<file path="config.mk">
export PLATFORM = sky130hd
export DESIGN_NAME = hil_inverter
export DESIGN_NICKNAME = d
export VERILOG_FILES = /design/src/rtl/hil_inverter.sv
export SDC_FILE = /design/constraint.sdc
export NUM_CORES = 2
export LEC_CHECK = 0
export CORE_MARGIN = 2
export CORE_UTILIZATION = 45
export CTS_CLUSTER_SIZE = 30
export DETAILED_ROUTE_END_ITERATION = 8
export GPL_ROUTABILITY_DRIVEN = 0
export PLACE_DENSITY_LB_ADDON = 0.05
export SYNTH_ARGS = -nofsm -noshare
export SYNTH_HDL_FRONTEND = slang
export SYNTH_SLANG_ARGS = --single-unit
</file>
<file path="constraint.sdc">
create_clock -name clk -period 7.2 [get_ports clk]
set_input_delay 1.44 -clock clk [delete_from_list [all_inputs] [get_ports clk]]
set_output_delay 1.44 -clock clk [all_outputs]
set_load 0.02 [all_outputs]
</file>
<file path="src/rtl/hil_inverter.sv">
// hil_inverter: measures per-phase PWM duty each carrier period and converts it to averaged phase voltages.
// Optional HIL_INV_CMR_EN: adds a CMR state that outputs star-point voltages with the common mode removed.
module hil_inverter #(
  parameter int N_BITS_VOLTAGE = 16,
  parameter int F_BITS_VOLTAGE = 8,
  parameter int CNT_WIDTH      = 16
) (
  input  logic                      clk,
  input  logic                      rst,
  input  logic                      en,
  input  logic                      pwm_sync,
  input  logic                      pwm_a,
  input  logic                      pwm_b,
  input  logic                      pwm_c,
  input  logic [N_BITS_VOLTAGE-1:0] vdc,
  output logic [N_BITS_VOLTAGE-1:0] v_a,
  output logic [N_BITS_VOLTAGE-1:0] v_b,
  output logic [N_BITS_VOLTAGE-1:0] v_c,
  output logic                      v_valid,
  output logic                      busy,
  output logic                      overrun
);
  localparam int N = N_BITS_VOLTAGE;
  localparam int F = F_BITS_VOLTAGE;
  localparam int C = CNT_WIDTH;
  localparam int SW = $clog2(F + 1);
  localparam logic signed [N+17:0] VMAX = {{19{1'b0}}, {(N-1){1'b1}}};
  localparam logic signed [N+17:0] VMIN = ~VMAX;
  typedef enum logic [2:0] {
    IDLE,
    DIVIDE,
    SCALE,
`ifdef HIL_INV_CMR_EN
    CMR,
`endif
    OUTPUT
  } state_t;
  state_t state, nxt;
  logic [2:0] pwm, ge;
  logic [C-1:0] period_cnt, per_l;
  logic [C-1:0] high [3];
  logic [C:0] rem [3];
  logic [C:0] diff [3];
  logic [F:0] duty [3];
  logic [N+F:0] prod [3];
  logic signed [N+17:0] raw [3];
  logic [N-1:0] vdc_l;
  logic [N-1:0] vo [3];
  logic [SW-1:0] step;
  logic start;
  function automatic logic [N-1:0] sat(input logic signed [N+17:0] x);
    return x > VMAX ? VMAX[N-1:0] : x < VMIN ? VMIN[N-1:0] : x[N-1:0];
  endfunction
  assign pwm = {pwm_c, pwm_b, pwm_a};
  assign start = en && pwm_sync && state == IDLE && period_cnt >= C'(2);
  assign busy = state != IDLE && state != OUTPUT;
  assign v_valid = state == OUTPUT;
  assign v_a = vo[0];
  assign v_b = vo[1];
  assign v_c = vo[2];
  // one restoring-division step per cycle, quotient MSB first; scaled voltage from the finished quotient
  always_comb begin
    for (int i = 0; i < 3; i++) begin
      ge[i] = rem[i] >= {1'b0, per_l};
      diff[i] = ge[i] ? rem[i] - {1'b0, per_l} : rem[i];
      prod[i] = (N+F+1)'(duty[i]) * (N+F+1)'(vdc_l);
      raw[i] = $signed({{17{1'b0}}, prod[i][N+F:F]}) - $signed({{19{1'b0}}, vdc_l[N-1:1]});
    end
  end
`ifdef HIL_INV_CMR_EN
  logic signed [N-1:0] ph [3];
  logic signed [N+17:0] s [3];
  logic signed [N+17:0] cm [3];
  always_comb begin
    for (int i = 0; i < 3; i++) begin
      s[i] = ph[i] + ph[i] - ph[(i+1)%3] - ph[(i+2)%3];
      cm[i] = (s[i] * (N+18)'(21845) + (N+18)'(32768)) >>> 16;
    end
  end
`endif
  always_comb begin
    nxt = state;
    case (state)
      IDLE:    nxt = start ? DIVIDE : IDLE;
      DIVIDE:  nxt = step == SW'(F) ? SCALE : DIVIDE;
`ifdef HIL_INV_CMR_EN
      SCALE:   nxt = CMR;
      CMR:     nxt = OUTPUT;
`else
      SCALE:   nxt = OUTPUT;
`endif
      default: nxt = IDLE;
    endcase
  end
  always_ff @(posedge clk) begin
    if (rst) begin
      period_cnt <= '0;
      high <= '{default: '0};
      overrun <= 1'b0;
    end else if (en) begin
      period_cnt <= pwm_sync ? C'(1) : period_cnt + C'(!(&period_cnt));
      for (int i = 0; i < 3; i++)
        high[i] <= pwm_sync ? C'(pwm[i]) : high[i] + C'(pwm[i] && !(&high[i]));
      overrun <= overrun || (pwm_sync && state != IDLE) || (&period_cnt);
    end
  end
  always_ff @(posedge clk) begin
    if (rst) begin
      state <= IDLE;
      per_l <= '0;
      vdc_l <= '0;
      step <= '0;
      rem <= '{default: '0};
      duty <= '{default: '0};
      vo <= '{default: '0};
`ifdef HIL_INV_CMR_EN
      ph <= '{default: '0};
`endif
    end else begin
      state <= nxt;
      if (start) begin
        per_l <= period_cnt;
        vdc_l <= vdc;
        step <= '0;
        for (int i = 0; i < 3; i++) rem[i] <= {1'b0, high[i]};
      end
      if (state == DIVIDE) begin
        step <= step + SW'(1);
        for (int i = 0; i < 3; i++) begin
          duty[i] <= {duty[i][F-1:0], ge[i]};
          rem[i] <= {diff[i][C-1:0], 1'b0};
        end
      end
`ifdef HIL_INV_CMR_EN
      if (state == SCALE)
        for (int i = 0; i < 3; i++) ph[i] <= sat(raw[i]);
      if (state == CMR)
        for (int i = 0; i < 3; i++) vo[i] <= sat(cm[i]);
`else
      if (state == SCALE)
        for (int i = 0; i < 3; i++) vo[i] <= sat(raw[i]);
`endif
    end
  end
endmodule

</file>
==> key figures <==
Synth
  • Count of different cell masters after synthesis: 82
  • Yosys reg bits: 229
  • Mapped cell area: 26750 µm²
  • Top FF cell, synth: dfxtp_1
  • EDFF count, synth: 0
  • Register area share after synthesis: 17.14%
  • Avg Cell Area, Syn: 8.399 µm²
  • Cells after Synth: 3185
  • Syn nets: 3738
  • Post-synthesis async set-or-reset flop share: 0%
  • Syn. warnings: 0

Route
  • Routed vias: 22245
  • Routed WL per cell: 19.04 µm
  • DRC violations left: 0
  • Routed wire length: 77510 µm
  • Top sig layer: met4
  • Post-DRT Antenna Nets: 0
  • Drt via density: 5.464
  • DRT iter0 DRCs: 853
  • Routed length on met2: 40290 µm
  • Metal-1 WL: 32760 µm
  • Initial DRT Pass Iterations: 5
  • Met3 WL: 1921 µm

GRT
  • GRT Util Overall: 25.21%
  • Global-route wire length before repair: 122000 µm
  • Initial antenna violation count: 0
  • Grt total ovfl: 0
  • Number of global-route vias before repair: 22559
  • Largest net degree at the start of global routing: 78

Timing
  • Max Slew Vio Count: 0
  • Worst-margin pin slew: 1.195 ns
  • Final Hold Fails: 0
  • Clock skew: 0.05621 ns
  • Slew HR: 20.05%
  • Tcrit/Tclk final: 95.37%
  • Fin worst setup slack: 0.3335 ns
  • Max Clock Freq: 0.1456 GHz
  • Period minus WS final: 6.867 ns
  • Setup violators final: 0
  • Min Hold Slack: 0.4473 ns

Pwr
  • Total Power: 0.003215 W
  • Leakage: 13.98 nW
  • Worst vdd ir: 0.2018 mV
  • Pwr dens: 106.0 nW/µm²

Clock tree
  • Clock tree root buffer cell: clkbuf_16
  • Clk_lat worst skew: 0.62 ns
  • CTS Sinks: 229
  • CTS Buf Count: 30
  • Clock-pin slew on the worst setup and hold paths: 0.06 ns
  • Hold Buf Count CTS: 0
  • TritonCTS clock tree: done
  • Postcts setup bufs: 0
  • Worst-case clock buffer depth: 3
  • H-tree levels: 1

Worst setup path
  • Max incr delay on CP: 0.55 ns
  • Origin of the critical flop-to-flop path: vdc_l[7]
  • CP max-delay cell: fa_1
  • CP Capture Type: register
  • Crit Path Class: register to register
  • Delay-heaviest family, CP: adder cells
  • Critical path buffers and inverters: 4
  • Most used cell, CP: fa_1
  • Critical path fanouts, max: 8
  • Worst setup SP type: register
  • Critical Path AT: 7.27 ns
  • Reg2Reg Setup Slack: 0.33 ns
  • Critical R2R Capture: v_c[7]
  • R2R cell count: 28
  • Critical Path RT: 7.60 ns

Floorplan
  • Initial Util: 45.41%
  • Num rows: 89
  • Die Span Y: 247.8 µm
  • Die Wd: 247.8 µm
  • Core area: 58910 µm²
  • Die Area: 61410 µm²
  • Num ports: 74

Hold path
  • Hold path startpoint: rem[16]
  • Hold depth: 2
  • Hold endpoint: rem[16]
  • Min-Delay Path Class: register to register

Final layout
  • Commonest non-fill, non-tap cells in the layout: inv_1 (374), nand2_1 (363), fa_1 (300), and2_1 (283), ha_1 (227)
  • Antenna diodes: 0
  • Finished Core Util: 51.48%
  • Most common cell after layout, fill and taps aside: inv_1
  • Share of layout cells above drive strength 1: 8.369%
  • Final instance area: 30330 µm²
  • Final nets: 3828
  • Layout area overhead: 13.37%

Place
  • Hpwl dp: 61420 µm
  • Port bufs: 73
  • Placement Cell Area: 28970 µm²
  • Place WS: -0.001347 ns

Flow run
  • Max Cap Viol: 0

Outcome
  • Status: completed
==> area by class of cell <==
type	count	area (µm²)
well taps	773	967.2
flip-flops and latches	229	4604
multi-input cells	2424	20390
clock buffers	40	858.3
clock inverters	15	210.2
fillers	5640	28580
inverters	374	1404
repair buffers	216	1893
==> worst max path at each step <==
stage | cells after the start | slack, ns | startpoint | to
CTS | 29 | 0.01 | vdc_l[2] | v_a[12]
finish | 28 | 0.33 | vdc_l[7] | v_c[7]
detailed placement | 28 | -0.001 | vdc_l[2] | v_a[13]
global route | 26 | -0.04 | vdc_l[1] | v_c[7]
floorplan | 30 | 0.04 | duty[20] | v_a[2]
global placement | 28 | 0.05 | vdc_l[2] | v_a[13]
==> sequential cells by signal, indices dropped and copies added, names as in the netlist <==
| name | count |
|---|---|
| duty | 27 |
| high | 48 |
| overrun | 1 |
| per_l | 16 |
| period_cnt | 16 |
| rem | 51 |
| state | 2 |
| step | 4 |
| v_a | 16 |
| v_b | 16 |
| v_c | 16 |
| vdc_l | 16 |
==> Yosys cell counts, types with 10 or more instances <==
library cell,instances,share of area (%)
o21a_1,23,0.65
xnor2_1,64,2.1
and3_1,20,0.47
or3_1,20,0.47
a21o_1,47,1.3
and2_1,285,6.7
a211oi_1,86,2.4
nor3_1,44,0.82
nor4_1,10,0.23
clkbuf_1,142,2.0
a21oi_1,151,2.8
o21ai_0,65,1.2
nand2_1,363,5.1
xor2_1,85,2.8
ha_1,230,11
a31oi_1,13,0.30
mux2i_1,65,2.4
dfxtp_1,229,17
fa_1,300,22
nand2b_1,25,0.58
a311oi_1,28,0.92
inv_1,374,5.2
nand4_1,33,0.77
nor2_1,225,3.2
nor2b_1,33,0.77
nand3_1,47,0.88
==> cell families (layout without fill, tap and decap cells) <==
| logic type | after synthesis | count (layout) | share of synthesized area [%] |
|---|---|---|---|
| buf+inv | 533 | 645 | 7.540 |
| simple gates | 1143 | 1144 | 21.03 |
| fa+ha+maj | 530 | 530 | 33.21 |
| compound gates | 534 | 534 | 13.69 |
| flops | 229 | 229 | 17.14 |
| xor+xnor | 149 | 149 | 4.879 |
| mux | 67 | 67 | 2.516 |
==> tightest hold or removal path, stage by stage, from the launching register on <==
cell and delay [ns]:
dfxtp_1 0.31, nand2_1 0.05, nand2_1 0.04
==> metal layers <==
layer	up-vias	track usage, %
met5	-	0
met4	0	7.943
met3	111	2.022
met2	335	47.31
met1	11078	30.30
li1	10721	-
==> repair_timing <==
item	in CTS	in global routing
resized for setup	4	67
pin swaps	1	12
endpoints found under the setup margin	17	47
gates cloned	0	1
==> power breakdown <==
part	total (W)	switching (W)	internal (W)
registers	0.00128	0.00000929	0.00127
logic	0.000324	0.000190	0.000134
clock network	0.00161	0.000651	0.000956
total	0.00321	0.000850	0.00236
==> through the flow <==
step                       TNS [ns]  std cells
after floorplan                   0       3185
after global placement            0       4015
after detailed placement  -0.001347       4015
after CTS                         0       4070
after global routing       -0.08684       4071
final                             0       4071
(Power assumes the default switching activity.)
